`src/rtl/uart_tx_ctrl.sv`:
```
// UART transmit frame controller: drives the serializer and muxes
// start, data, parity and stop bits onto a registered TX line.
module uart_tx_ctrl #(
    parameter int WIDTH     = 8,
    parameter int STOP_BITS = 1
) (
    input  logic             CLK,
    input  logic             RST,
    input  logic [WIDTH-1:0] DATA,
    input  logic             DATA_VALID,
    input  logic             PAR_EN,
    input  logic             PAR_TYP,
    input  logic             ser_data,
    input  logic             ser_done,
    output logic             sample,
    output logic             ser_en,
    output logic             TX_OUT,
    output logic             BUSY,
    output logic             SER_ERR
);

    localparam int CW = $clog2(WIDTH + 1);

    typedef enum logic [2:0] {
        IDLE,
        START,
        DATA_ST,
        PARITY,
        STOP
    } state_t;

    state_t        state;
    logic [CW-1:0] bit_cnt;
    logic [CW-1:0] bit_nxt;
    logic [1:0]    stop_cnt;
    logic          par_en_q;
    logic          par_bit_q;
    logic          last_stop;
    logic          accept;
    logic          data_exit;
    logic          line_val;

    assign bit_nxt   = bit_cnt + CW'(1);
    assign data_exit = ser_done || (bit_nxt == CW'(WIDTH));
    assign last_stop = (state == STOP) && (stop_cnt == 2'(STOP_BITS - 1));
    assign accept    = DATA_VALID && ((state == IDLE) || last_stop);

    always_comb begin
        sample   = !RST && accept;
        ser_en   = !RST && ((state == START) ||
                            ((state == DATA_ST) && !ser_done));
        line_val = 1'b1;
        unique case (state)
            IDLE:    line_val = 1'b1;
            START:   line_val = 1'b0;
            DATA_ST: line_val = ser_data;
            PARITY:  line_val = par_bit_q;
            STOP:    line_val = 1'b1;
            default: line_val = 1'b1;
        endcase
    end

    always_ff @(posedge CLK) begin
        if (RST) begin
            state     <= IDLE;
            TX_OUT    <= 1'b1;
            BUSY      <= 1'b0;
            SER_ERR   <= 1'b0;
            par_en_q  <= 1'b0;
            par_bit_q <= 1'b0;
            bit_cnt   <= '0;
            stop_cnt  <= '0;
        end else begin
            // Line and BUSY both reflect the state one cycle late.
            TX_OUT  <= line_val;
            BUSY    <= (state != IDLE);
            SER_ERR <= 1'b0;
            unique case (state)
                IDLE: begin
                    if (accept) begin
                        par_en_q  <= PAR_EN;
                        par_bit_q <= (^DATA) ^ PAR_TYP;
                        state     <= START;
                    end
                end
                START: begin
                    bit_cnt <= '0;
                    state   <= DATA_ST;
                end
                DATA_ST: begin
                    bit_cnt <= bit_nxt;
                    if (data_exit) begin
                        bit_cnt  <= '0;
                        stop_cnt <= '0;
                        SER_ERR  <= !ser_done;
                        state    <= par_en_q ? PARITY : STOP;
                    end
                end
                PARITY: begin
                    stop_cnt <= '0;
                    state    <= STOP;
                end
                STOP: begin
                    if (last_stop) begin
                        stop_cnt <= '0;
                        if (accept) begin
                            par_en_q  <= PAR_EN;
                            par_bit_q <= (^DATA) ^ PAR_TYP;
                            state     <= START;
                        end else begin
                            state <= IDLE;
                        end
                    end else begin
                        stop_cnt <= stop_cnt + 2'd1;
                    end
                end
                default: state <= IDLE;
            endcase
        end
    end

endmodule
```
`config.mk`:
```
export PLATFORM = sky130hd
export DESIGN_NAME = uart_tx_ctrl
export DESIGN_NICKNAME = d
export VERILOG_FILES = /design/src/rtl/uart_tx_ctrl.sv
export SDC_FILE = /design/constraint.sdc
export NUM_CORES = 1
export LEC_CHECK = 0
export CORE_MARGIN = 2
export CORE_UTILIZATION = 32
export DETAILED_ROUTE_END_ITERATION = 12
export SLEW_MARGIN = 25
export SYNTH_ARGS = -nofsm -noshare
export SYNTH_HDL_FRONTEND = slang
export SYNTH_SLANG_ARGS = --single-unit
```
`constraint.sdc`:
```
create_clock -name CLK -period 1.8 [get_ports CLK]
set_clock_uncertainty 0.1 [all_clocks]
set_input_delay 0.45 -clock CLK [delete_from_list [all_inputs] [get_ports CLK]]
set_output_delay 0.45 -clock CLK [all_outputs]
set_load 0.03 [all_outputs]
```
==> metrics.yaml, run 1 <==
critical_path:
  path_max_fanout: 2
  cp_cell_sequence: "inv_2 > ha_4 > nand2b_4 > nand3_4 > nor2_4 > buf_6"
  arrival_ns: 1.22
  path_delay_family: "flip-flops"
  cp_slowest_cell: "dfxtp_2"
  critPathLaunchType: "flop"
  cpPeakStageDelay_ns: 0.33
  crit_buf_inv: 2
  crit_path_end_kind: "primary output"
  rr_worst_depth: 5
  r2r_slack_ns: 0.13
  rr_endpoint: "state[2]"
  worst-endpoint-required_ns: 1.25
  worst_r2r_startpoint: "bit_cnt[0]"
  crit_type: "reg -> out"
routing:
  drtIter0Drc: 12
  wl_per_cell_microns: 11.93
  first_pass_iters: 4
  viasPerCell: 4.900
  drt-total-wl_microns: 1908
  num_vias: 784
  antenna_left: 0
  drc: 0
cts:
  ctsHoldBuffers: 0
  htreeDepth: 1
  clk_latency_ns: 0.27
  cts_root_buf: "clkbuf_4"
  clock-sinks: 14
  cts_buffers: 3
  cts_tree: "built"
  path_clk_slew_ns: 0.08
  clk_path_buf_depth: 2
synthesis:
  ys_seq_area_share_pct: 34.95
  synth_area_per_cell_sq_um: 8.532
  syn_area_sq_um: 802.0
  syn_nets: 112
  synth-xor-area-share_pct: 10.45
  synthMuxAreaShare_pct: 2.496
  synth_top_family_by_area: "simple AND/OR/NAND/NOR gates"
  synthAdderAreaFrac_pct: 4.680
  synth_compound_area_share_pct: 19.50
  synth_edf_count: 0
  ys_types: 33
  async_flop_share_pct: 0
  ys.flop_type: "dfxtp_1"
  yosys_warnings: 0
  synth_simple_gate_area_share_pct: 24.02
  syn_inst: 94
  ys_ff_latch: 14
layout:
  final_common_cell: "buf_4"
  area_delta_synth_final_pct: 51.79
  antenna_cells: 0
  final_cell_mix: "16 x buf_4, 11 x clkdlybuf4s50_1, 9 x dfxtp_1"
  layout.nets: 150
  drive_gt1_share_pct: 30.00
global_route:
  grt_pass1_vias: 736
  antenna_found_initial: 0
  grt_max_degree: 12
  grtUsageTotal_pct: 15.18
  grt_pass1_wl_microns: 3160
  grt-ovfl-total: 0
outcome:
  outcome: "complete, no violations"
pwr:
  vdd_drop_max_uv: 367.1
  pwr_density_cell_nw_per_um2: 643.8
  leakage_uw: 0.0004884
sta:
  tightest_slew_ns: 0.3356
  setup_slack_ns: 0.03421
  finalSetupViolations: 0
  fin_crit_sh_pct: 98.10
  fmax_mhz: 566.3
  setup_tns_ns: 0
  whs_ns: 0.4261
  rsz0062_at_grt: "true"
  maxSlewHeadroom_pct: 77.63
  hold_viol: 0
  slew_violations: 0
  finalCriticalPeriod_ns: 1.766
die:
  start_util_pct: 32.97
  ios: 20
  rows: 18
  dieArea_sq_um: 2923
  die_w_microns: 54.07
  core_area_sq_um: 2432
  die_y_microns: 54.07
min_path:
  hp-class: "reg -> reg"
  min_from: "bit_cnt[2]"
  min_path_cells: 2
  holdPathEnd: "bit_cnt[2]"
placement:
  io_buffers: 19
  dp_hpwl_microns: 1364
  place_congestion: 0.8220
  place_ws_ns: -0.1879
flow_run:
  drv_cap: 0
==> area by class of cell <==
| cell class | instances | area, sq um |
|---|---|---|
| flip-flops and latches | 14 | 291.5 |
| well taps | 30 | 37.54 |
| clock buffers | 3 | 22.52 |
| inverters | 6 | 22.52 |
| fillers | 232 | 1215 |
| multi-input cells | 72 | 538.0 |
| repair buffers | 35 | 305.3 |
==> through the flow <==
step / area (sq um) / utilization, % / total power (uW) / instances
floorplan: 802.0 / - / 494.2 / 94
global placement: 1091 / 44.86 / 592.8 / 151
detailed placement: 1091 / 44.86 / 596.2 / 151
CTS: 1161 / 47.74 / 782.1 / 156
global route: 1217 / 50.05 / 834.1 / 160
finish: 1217 / 50.05 / 783.8 / 160
==> kinds of logic after synthesis <==
kind of cell             after synthesis
adder cells (fa/ha/maj)                3
buffers and inverters                  8
AO/OA/AOI/OAI                         22
multiplexers                           2
flip-flops                            14
XOR/XNOR                               8
AND/OR/NAND/NOR                       37
==> report_power, final <==
part | leakage, uW | switching [uW] | internal [uW] | total, uW
logic | 0.000358 | 116 | 136 | 252
registers | 0.000117 | 25.1 | 333 | 358
clock network | 0.0000138 | 96.4 | 77.4 | 174
==> timing repair <==
| item | 4_1_cts | 5_1_grt |
|---|---|---|
| hold endpoints to repair | 0 | 0 |
| endpoints found under the setup margin | 5 | 2 |
| buffers inserted | 2 | 4 |
| gates resized for setup | 19 | 8 |
| pin swaps | 3 | 3 |
==> synth_stat cells, types with 3 or more instances <==
cell | number | area, sq um
dfxtp_1 | 14 | 280.3
nor2_1 | 9 | 33.78
nand2_1 | 8 | 30.03
a21oi_1 | 6 | 30.03
inv_1 | 6 | 22.52
nand2b_1 | 5 | 31.28
xnor2_1 | 5 | 43.79
o21ai_0 | 4 | 20.02
ha_1 | 3 | 37.54
nand3_1 | 3 | 15.01
o21ai_1 | 3 | 15.01
==> state kept, by name, summed over array words and instances (netlist names) <==
register and flops:
SER_ERR 1, par_bit_q 1, TX_OUT 1, stop_cnt 2
state 3, bit_cnt 4, par_en_q 1, BUSY 1
==> worst max-delay path by stage <==
| stage | startpoint | to | depth (start not counted) |
|---|---|---|---|
| 5_1_grt | stop_cnt[0] | sample | 6 |
| 6_report | stop_cnt[0] | sample | 6 |
| 3_3_place_gp | DATA[2] | par_bit_q | 6 |
| 3_5_place_dp | DATA[2] | par_bit_q | 6 |
| 2_1_floorplan | stop_cnt[0] | sample | 5 |
| 4_1_cts | stop_cnt[1] | sample | 6 |
==> routing by layer <==
layer	wire length [microns]	global-route usage, %
met5	0	0
met4	19	7.917
met3	52	3.333
met2	1026	27.64
met1	810	16.19
==> tightest hold or removal path, cell delays in order (launching register included) <==
cell and delay [ns]:
dfxtp_1 0.36, nand2_1 0.09, a21oi_2 0.04
No activity file was read; power rests on OpenSTA's default activity.
==> inputs of run 2 (changes only) <==
--- a/config.mk
+++ b/config.mk
@@ -6,8 +6,10 @@
 export NUM_CORES = 1
 export LEC_CHECK = 0
 export CORE_MARGIN = 2
-export CORE_UTILIZATION = 32
+export CORE_UTILIZATION = 30
 export DETAILED_ROUTE_END_ITERATION = 12
+export MAX_ROUTING_LAYER = met4
+export RECOVER_POWER = 25
 export SLEW_MARGIN = 25
 export SYNTH_ARGS = -nofsm -noshare
 export SYNTH_HDL_FRONTEND = slang
==> run 2 against run 1 <==
  * Combinational power hardly changed
  * Largest power group unchanged
  * Design area is 2.0% lower
  * Routed wire length is 2.6% lower
  * Non-clock buffer count is 6 lower
  * Clock-buffer cell count is 1 higher
  * Sequential share of layout area is 0.58 points higher
  * Worst hold slack worse by 0.033 ns
  * Cell count is 3.1% lower
  * Critical endpoint unchanged
==> metrics.yaml, run 2 (same netlist as run 1, synthesis figures left out) <==
outcome:
  outcome: "complete, no violations"
routing:
  num_vias: 749  # -4.5%
  drtIter0Drc: 14  # +2
  first_pass_iters: 4  # unchanged
  antenna_left: 0  # unchanged
  drt-total-wl_microns: 1858  # -2.6%
  viasPerCell: 4.832  # -1.4%
  drc: 0  # unchanged
  wl_per_cell_microns: 11.99  # +0.52%
cts:
  clk_path_buf_depth: 2  # unchanged
  cts_buffers: 3  # unchanged
  cts_root_buf: "clkbuf_4"
  path_clk_slew_ns: 0.09  # about the same
  clock-sinks: 14  # unchanged
  clk_latency_ns: 0.29  # +0.02 ns
  htreeDepth: 1  # unchanged
  ctsHoldBuffers: 0  # unchanged
  cts_tree: "built"
sta:
  setup_tns_ns: 0  # unchanged
  setup_slack_ns: 0.01600  # -0.01822 ns
  finalCriticalPeriod_ns: 1.784  # +0.01822 ns
  finalSetupViolations: 0  # unchanged
  whs_ns: 0.3935  # -0.03258 ns
  slew_violations: 0  # unchanged
  rsz0062_at_grt: "true"
  fin_crit_sh_pct: 99.11  # +1.0 points
  fmax_mhz: 560.5  # -1.0%
  tightest_slew_ns: 0.7109  # +0.3754 ns
  hold_viol: 0  # unchanged
  maxSlewHeadroom_pct: 52.60  # -25 points
pwr:
  pwr_density_cell_nw_per_um2: 714.2  # +11%
  leakage_uw: 0.0004681  # -4.2%
  vdd_drop_max_uv: 599.6  # +63%
layout:
  drive_gt1_share_pct: 28.80  # -1.2 points
  final_cell_mix: "10 x clkdlybuf4s50_1, 8 x dfxtp_1, 8 x nand2_1, 8 x buf_4, 7 x nor2_1"
  layout.nets: 144  # -4.0%
  area_delta_synth_final_pct: 48.83
  nFillCells: 256  # +10%
  utilization_pct: 47.75  # -2.3 points
  antenna_cells: 0  # unchanged
  final_area_sq_um: 1194  # -2.0%
  final_common_cell: "clkdlybuf4s50_1"
  regMostFlops: "bit_cnt"
  largest_reg_flops: 4  # unchanged
  top_regs: "bit_cnt x4, state x3, stop_cnt x2"
die:
  start_util_pct: 32.08  # -0.89 points
  die_w_microns: 55.71  # +3.0%
  dieArea_sq_um: 3103  # +6.2%
  ios: 20  # unchanged
  core_area_sq_um: 2500  # +2.8%
  rows: 18  # unchanged
  die_y_microns: 55.71  # +3.0%
critical_path:
  path_delay_family: "flip-flops"
  path_max_fanout: 2  # unchanged
  critPathLaunchType: "flop"
  crit_type: "reg -> out"
  worst-endpoint-required_ns: 1.25  # about the same
  arrival_ns: 1.23  # about the same
  cpPeakStageDelay_ns: 0.31  # -0.02 ns
  crit_path_end_kind: "primary output"
  cp_slowest_cell: "dfxtp_1"
  crit_buf_inv: 2  # unchanged
  cp_cell_sequence: "inv_2 > ha_4 > nand2b_4 > nand3_4 > nor2_4 > buf_6"
min_path:
  hp-class: "reg -> reg"
global_route:
  grt_pass1_vias: 729  # -0.95%
  grt-ovfl-total: 0  # unchanged
  antenna_found_initial: 0  # unchanged
  grt_max_degree: 15  # +3
  grtUsageTotal_pct: 13.27  # -1.9 points
  grt_pass1_wl_microns: 3153  # -0.22%
placement:
  dpl_cell_area_sq_um: 1084  # -0.69%
  place_congestion: 0.7283  # -11%
  dp_hpwl_microns: 1318  # -3.4%
  place_ws_ns: -0.1959  # -0.007999 ns
  io_buffers: 19  # unchanged
flow_run:
  drv_cap: 0  # unchanged
run 2: cell count changes in the layout (fill, tap and decap cells not counted):
cell	previous run	this run
and2_1	2	1
nand2b_4	2	3
dfxtp_2	3	4
o21ai_1	4	3
o21ai_2	0	1
clkbuf_8	0	1
and2_4	0	1
dlygate4sd3_1	0	1
clkbuf_1	0	2
dfxtp_1	9	8
clkdlybuf4s50_1	11	10
buf_4	16	8
nand2b_1	4	3
run 2: cell type report:
| type | count | area (sq um) | share of cell area, % |
|---|---|---|---|
| clock buffers | 4 | 36.28 | 3.040 |
| inverters | 6 | 22.52 | 1.887 |
| multi-input cells | 72 | 551.8 | 46.23 |
| flip-flops and latches | 14 | 292.8 | 24.53 |
| well taps | 30 | 37.54 | 3.145 |
| repair buffers | 29 | 252.7 | 21.17 |
run 2: final timing paths:
| kind | slack [ns] | cells after the start | start | to |
|---|---|---|---|---|
| worst max-delay path | 0.02 | 6 | stop_cnt[1] | sample |
| worst min-delay path | 0.39 | 2 | stop_cnt[1] | stop_cnt[1] |
| worst max register to register | 0.21 | 6 | bit_cnt[0] | bit_cnt[3] |
| worst min register to register | 0.39 | 2 | stop_cnt[1] | stop_cnt[1] |
run 2: metal layers:
metal	track usage (%)	vias to the layer above	share of wire, %
met5	-	-	0
met4	2.091	0	0
met3	4.884	0	4.4
met2	22.96	14	51
met1	14.85	347	45
li1	-	388	-
run 2: what timing repair did:
item | 4_1_cts | 5_1_grt
pin swaps | 3 | 1
gates resized for setup | 18 | 13
setup endpoints to repair | 5 | 4
setup buffers | 1 | 0
run 2: worst register-to-register path, cell delays in order (launching register included):
cell	delay [ns]
dfxtp_2	0.37
ha_1	0.25
nand2_1	0.08
a21oi_1	0.04
o21ai_1	0.21
nand2_2	0.17
o32ai_1	0.28
run 2: where the power goes:
part | switching (uW) | total [uW] | internal, uW
Sequential | 27.1 | 360 | 333
Combinational | 117 | 252 | 135
Clock | 117 | 240 | 123
Total | 261 | 852 | 592
run 2: per-stage QoR:
step | std cells | power [uW]
3_3_place_gp | 150 | 589.8
4_1_cts | 155 | 836.2
6_report | 155 | 852.4
2_1_floorplan | 94 | 494.2
3_5_place_dp | 150 | 594.6
5_1_grt | 155 | 902.1
==> inputs of run 3 (changes only) <==
--- a/config.mk
+++ b/config.mk
@@ -8,6 +8,8 @@
 export CORE_MARGIN = 2
 export CORE_UTILIZATION = 30
 export DETAILED_ROUTE_END_ITERATION = 12
+export GPL_TIMING_DRIVEN = 0
+export HOLD_SLACK_MARGIN = 0.12
 export MAX_ROUTING_LAYER = met4
 export RECOVER_POWER = 25
 export SLEW_MARGIN = 25
==> constraint.sdc (replaced) <==
create_clock -name CLK -period 1.65 [get_ports CLK]
set_clock_uncertainty 0.1 [all_clocks]
set_input_delay 0.4125 -clock CLK [delete_from_list [all_inputs] [get_ports CLK]]
set_output_delay 0.4125 -clock CLK [all_outputs]
set_load 0.03 [all_outputs]
==> run 3 against run 2 <==
  * Critical endpoint unchanged
  * The flow now finishes with violations (setup timing)
  * Largest power group unchanged
  * Sequential power rose by 8.1%
  * Die area did not move
  * Largest cell class unchanged
  * Clock power fell by 21%
==> metrics.yaml, run 3 (same netlist as run 1, synthesis figures left out) <==
outcome:
  outcome: "finished with violations"
  failed_checks: "setup timing"
cts:
  clk_path_buf_depth: 2  # unchanged
  cts_tree: "built"
  cts_root_buf: "clkbuf_4"
  clk_latency_ns: 0.27  # -0.02 ns
  cts_buffers: 3  # unchanged
  ctsHoldBuffers: 0  # unchanged
  path_clk_slew_ns: 0.08  # about the same
  htreeDepth: 1  # unchanged
  clock-sinks: 14  # unchanged
layout:
  antenna_cells: 0  # unchanged
  final_cell_mix: "8 x dfxtp_1, 8 x nand2_1, 7 x clkdlybuf4s50_1, 7 x dlygate4sd2_1"
  area_delta_synth_final_pct: 50.08
  drive_gt1_share_pct: 31.15  # +2.3 points
  largest_reg_flops: 4  # unchanged
  register_area_sq_um: 292.8  # unchanged
  top_regs: "bit_cnt x4, state x3, stop_cnt x2"
  regMostFlops: "bit_cnt"
  utilization_pct: 48.15  # +0.40 points
  nFillCells: 259  # +1.2%
  multiInputGateArea_sq_um: 574.3  # +4.1%
  layout.nets: 142  # -1.4%
sta:
  finalSetupViolations: 2  # +2
  slew_violations: 0  # unchanged
  hold_viol: 0  # unchanged
  setup_slack_ns: -0.06593  # -0.08193 ns
  finalCriticalPeriod_ns: 1.716
  maxSlewHeadroom_pct: 74.07  # +21 points
  tightest_slew_ns: 0.3859  # -0.3250 ns
  whs_ns: 0.3430  # -0.05051 ns
  rsz0062_at_grt: "true"
  fmax_mhz: 582.8
  fin_crit_sh_pct: 104.0
critical_path:
  crit_path_end_kind: "primary output"
  r2r_slack_ns: 0  # -0.21 ns
  worst-endpoint-required_ns: 1.14  # -0.11 ns
  critPathLaunch: "stop_cnt[0]"
  arrival_ns: 1.20  # -0.03 ns
  worst_r2r_startpoint: "state[0]"
  path_max_fanout: 2  # unchanged
  critPathLaunchType: "flop"
  crit_type: "reg -> out"
routing:
  num_vias: 735  # -1.9%
  viasPerCell: 4.836  # about the same
  antenna_left: 0  # unchanged
  first_pass_iters: 5  # +1
  wl_per_cell_microns: 11.24  # -6.3%
  drt-total-wl_microns: 1708  # -8.1%
  drc: 0  # unchanged
  drtIter0Drc: 15  # +1
global_route:
  grt_pass1_wl_microns: 3091  # -2.0%
  antenna_found_initial: 0  # unchanged
  grtUsageMet2_pct: 20.24  # -2.7 points
  use_met1_pct: 15.91  # +1.1 points
  grtUsageTotal_pct: 12.69  # -0.58 points
  grt-ovfl-total: 0  # unchanged
  grt_pass1_vias: 688  # -5.6%
  grtUsageMet3_pct: 4.884  # unchanged
  grt_max_degree: 11  # -4
  busiest_layer: "met2"
pwr:
  pwr_density_cell_nw_per_um2: 706.9  # -1.0%
  vdd_drop_max_uv: 460.0  # -23%
  leakage_uw: 0.0004868  # +4.0%
flow_run:
  drv_cap: 0  # unchanged
die:
  dieArea_sq_um: 3103  # unchanged
  start_util_pct: 32.08  # unchanged
  ios: 20  # unchanged
  core_area_sq_um: 2500  # unchanged
  die_w_microns: 55.71  # unchanged
  rows: 18  # unchanged
  die_y_microns: 55.71  # unchanged
placement:
  place_congestion: 0.7841  # +7.7%
  io_buffers: 19  # unchanged
  dp_hpwl_microns: 1216  # -7.7%
min_path:
  min_from: "RST"
  hp-class: "in -> reg"
-- run 3: cell types whose count changed in the layout (fill, tap and decap cells not counted), sizes merged --
cell	change
clkbuf	-1
clkdlybuf4s50	-3
dlygate4sd3	-1
buf	-1
dlygate4sd2	+1
dlymetal6s2s	+2
-- run 3: cell type report --
class	instances	share of cell area [%]
multi-input combinational	72	47.71
sequential	14	24.32
timing repair buffer	25	19.02
tap	30	3.119
buffer	2	2.079
clock buffer	3	1.871
inverter	6	1.871
-- run 3: metal layers --
layer | share of wire (%) | up-vias
li1 | - | 388
met1 | 48 | 337
met2 | 49 | 10
met3 | 3.8 | 0
met4 | 0 | 0
met5 | 0 | -
-- run 3: worst paths after layout --
check | depth (start not counted) | endpoint
max | 6 | sample
min | 3 | TX_OUT
min reg2reg | 2 | par_bit_q
max reg2reg | 5 | state[2]
-- run 3: power by group --
| group | internal (uW) | switching [uW] |
|---|---|---|
| Sequential | 363 | 25.4 |
| Combinational | 144 | 129 |
| Clock | 84.5 | 104 |
| Total | 592 | 259 |
-- run 3: what timing repair did --
item	4_1_cts	5_1_grt
gates resized for setup	48	10
gates cloned	0	0
hold endpoints to repair	0	0
setup buffers	5	1
endpoints found under the setup margin	6	10
pin swaps	7	4
-- run 3: metrics by stage --
step | std cells | worst slack [ns] | setup TNS (ns) | total power (uW) | instance area (sq um)
after floorplan | 94 | 0.02600 | 0 | 540.3 | 804.5
final | 152 | -0.06593 | -0.1030 | 850.8 | 1204
after global placement | 143 | -1.038 | -3.864 | 624.7 | 1032
after detailed placement | 143 | -1.061 | -4.117 | 626.5 | 1032
after CTS | 151 | -0.1075 | -0.1650 | 861.9 | 1176
after global routing | 152 | -0.1310 | -0.8132 | 908.4 | 1204
-- run 3: worst max-delay path: stages (launching register included) --
cell	delay (ns)
dfxtp_2	0.33
inv_2	0.06
ha_4	0.12
nand2b_4	0.13
nand3_4	0.08
nor2_4	0.09
buf_6	0.13
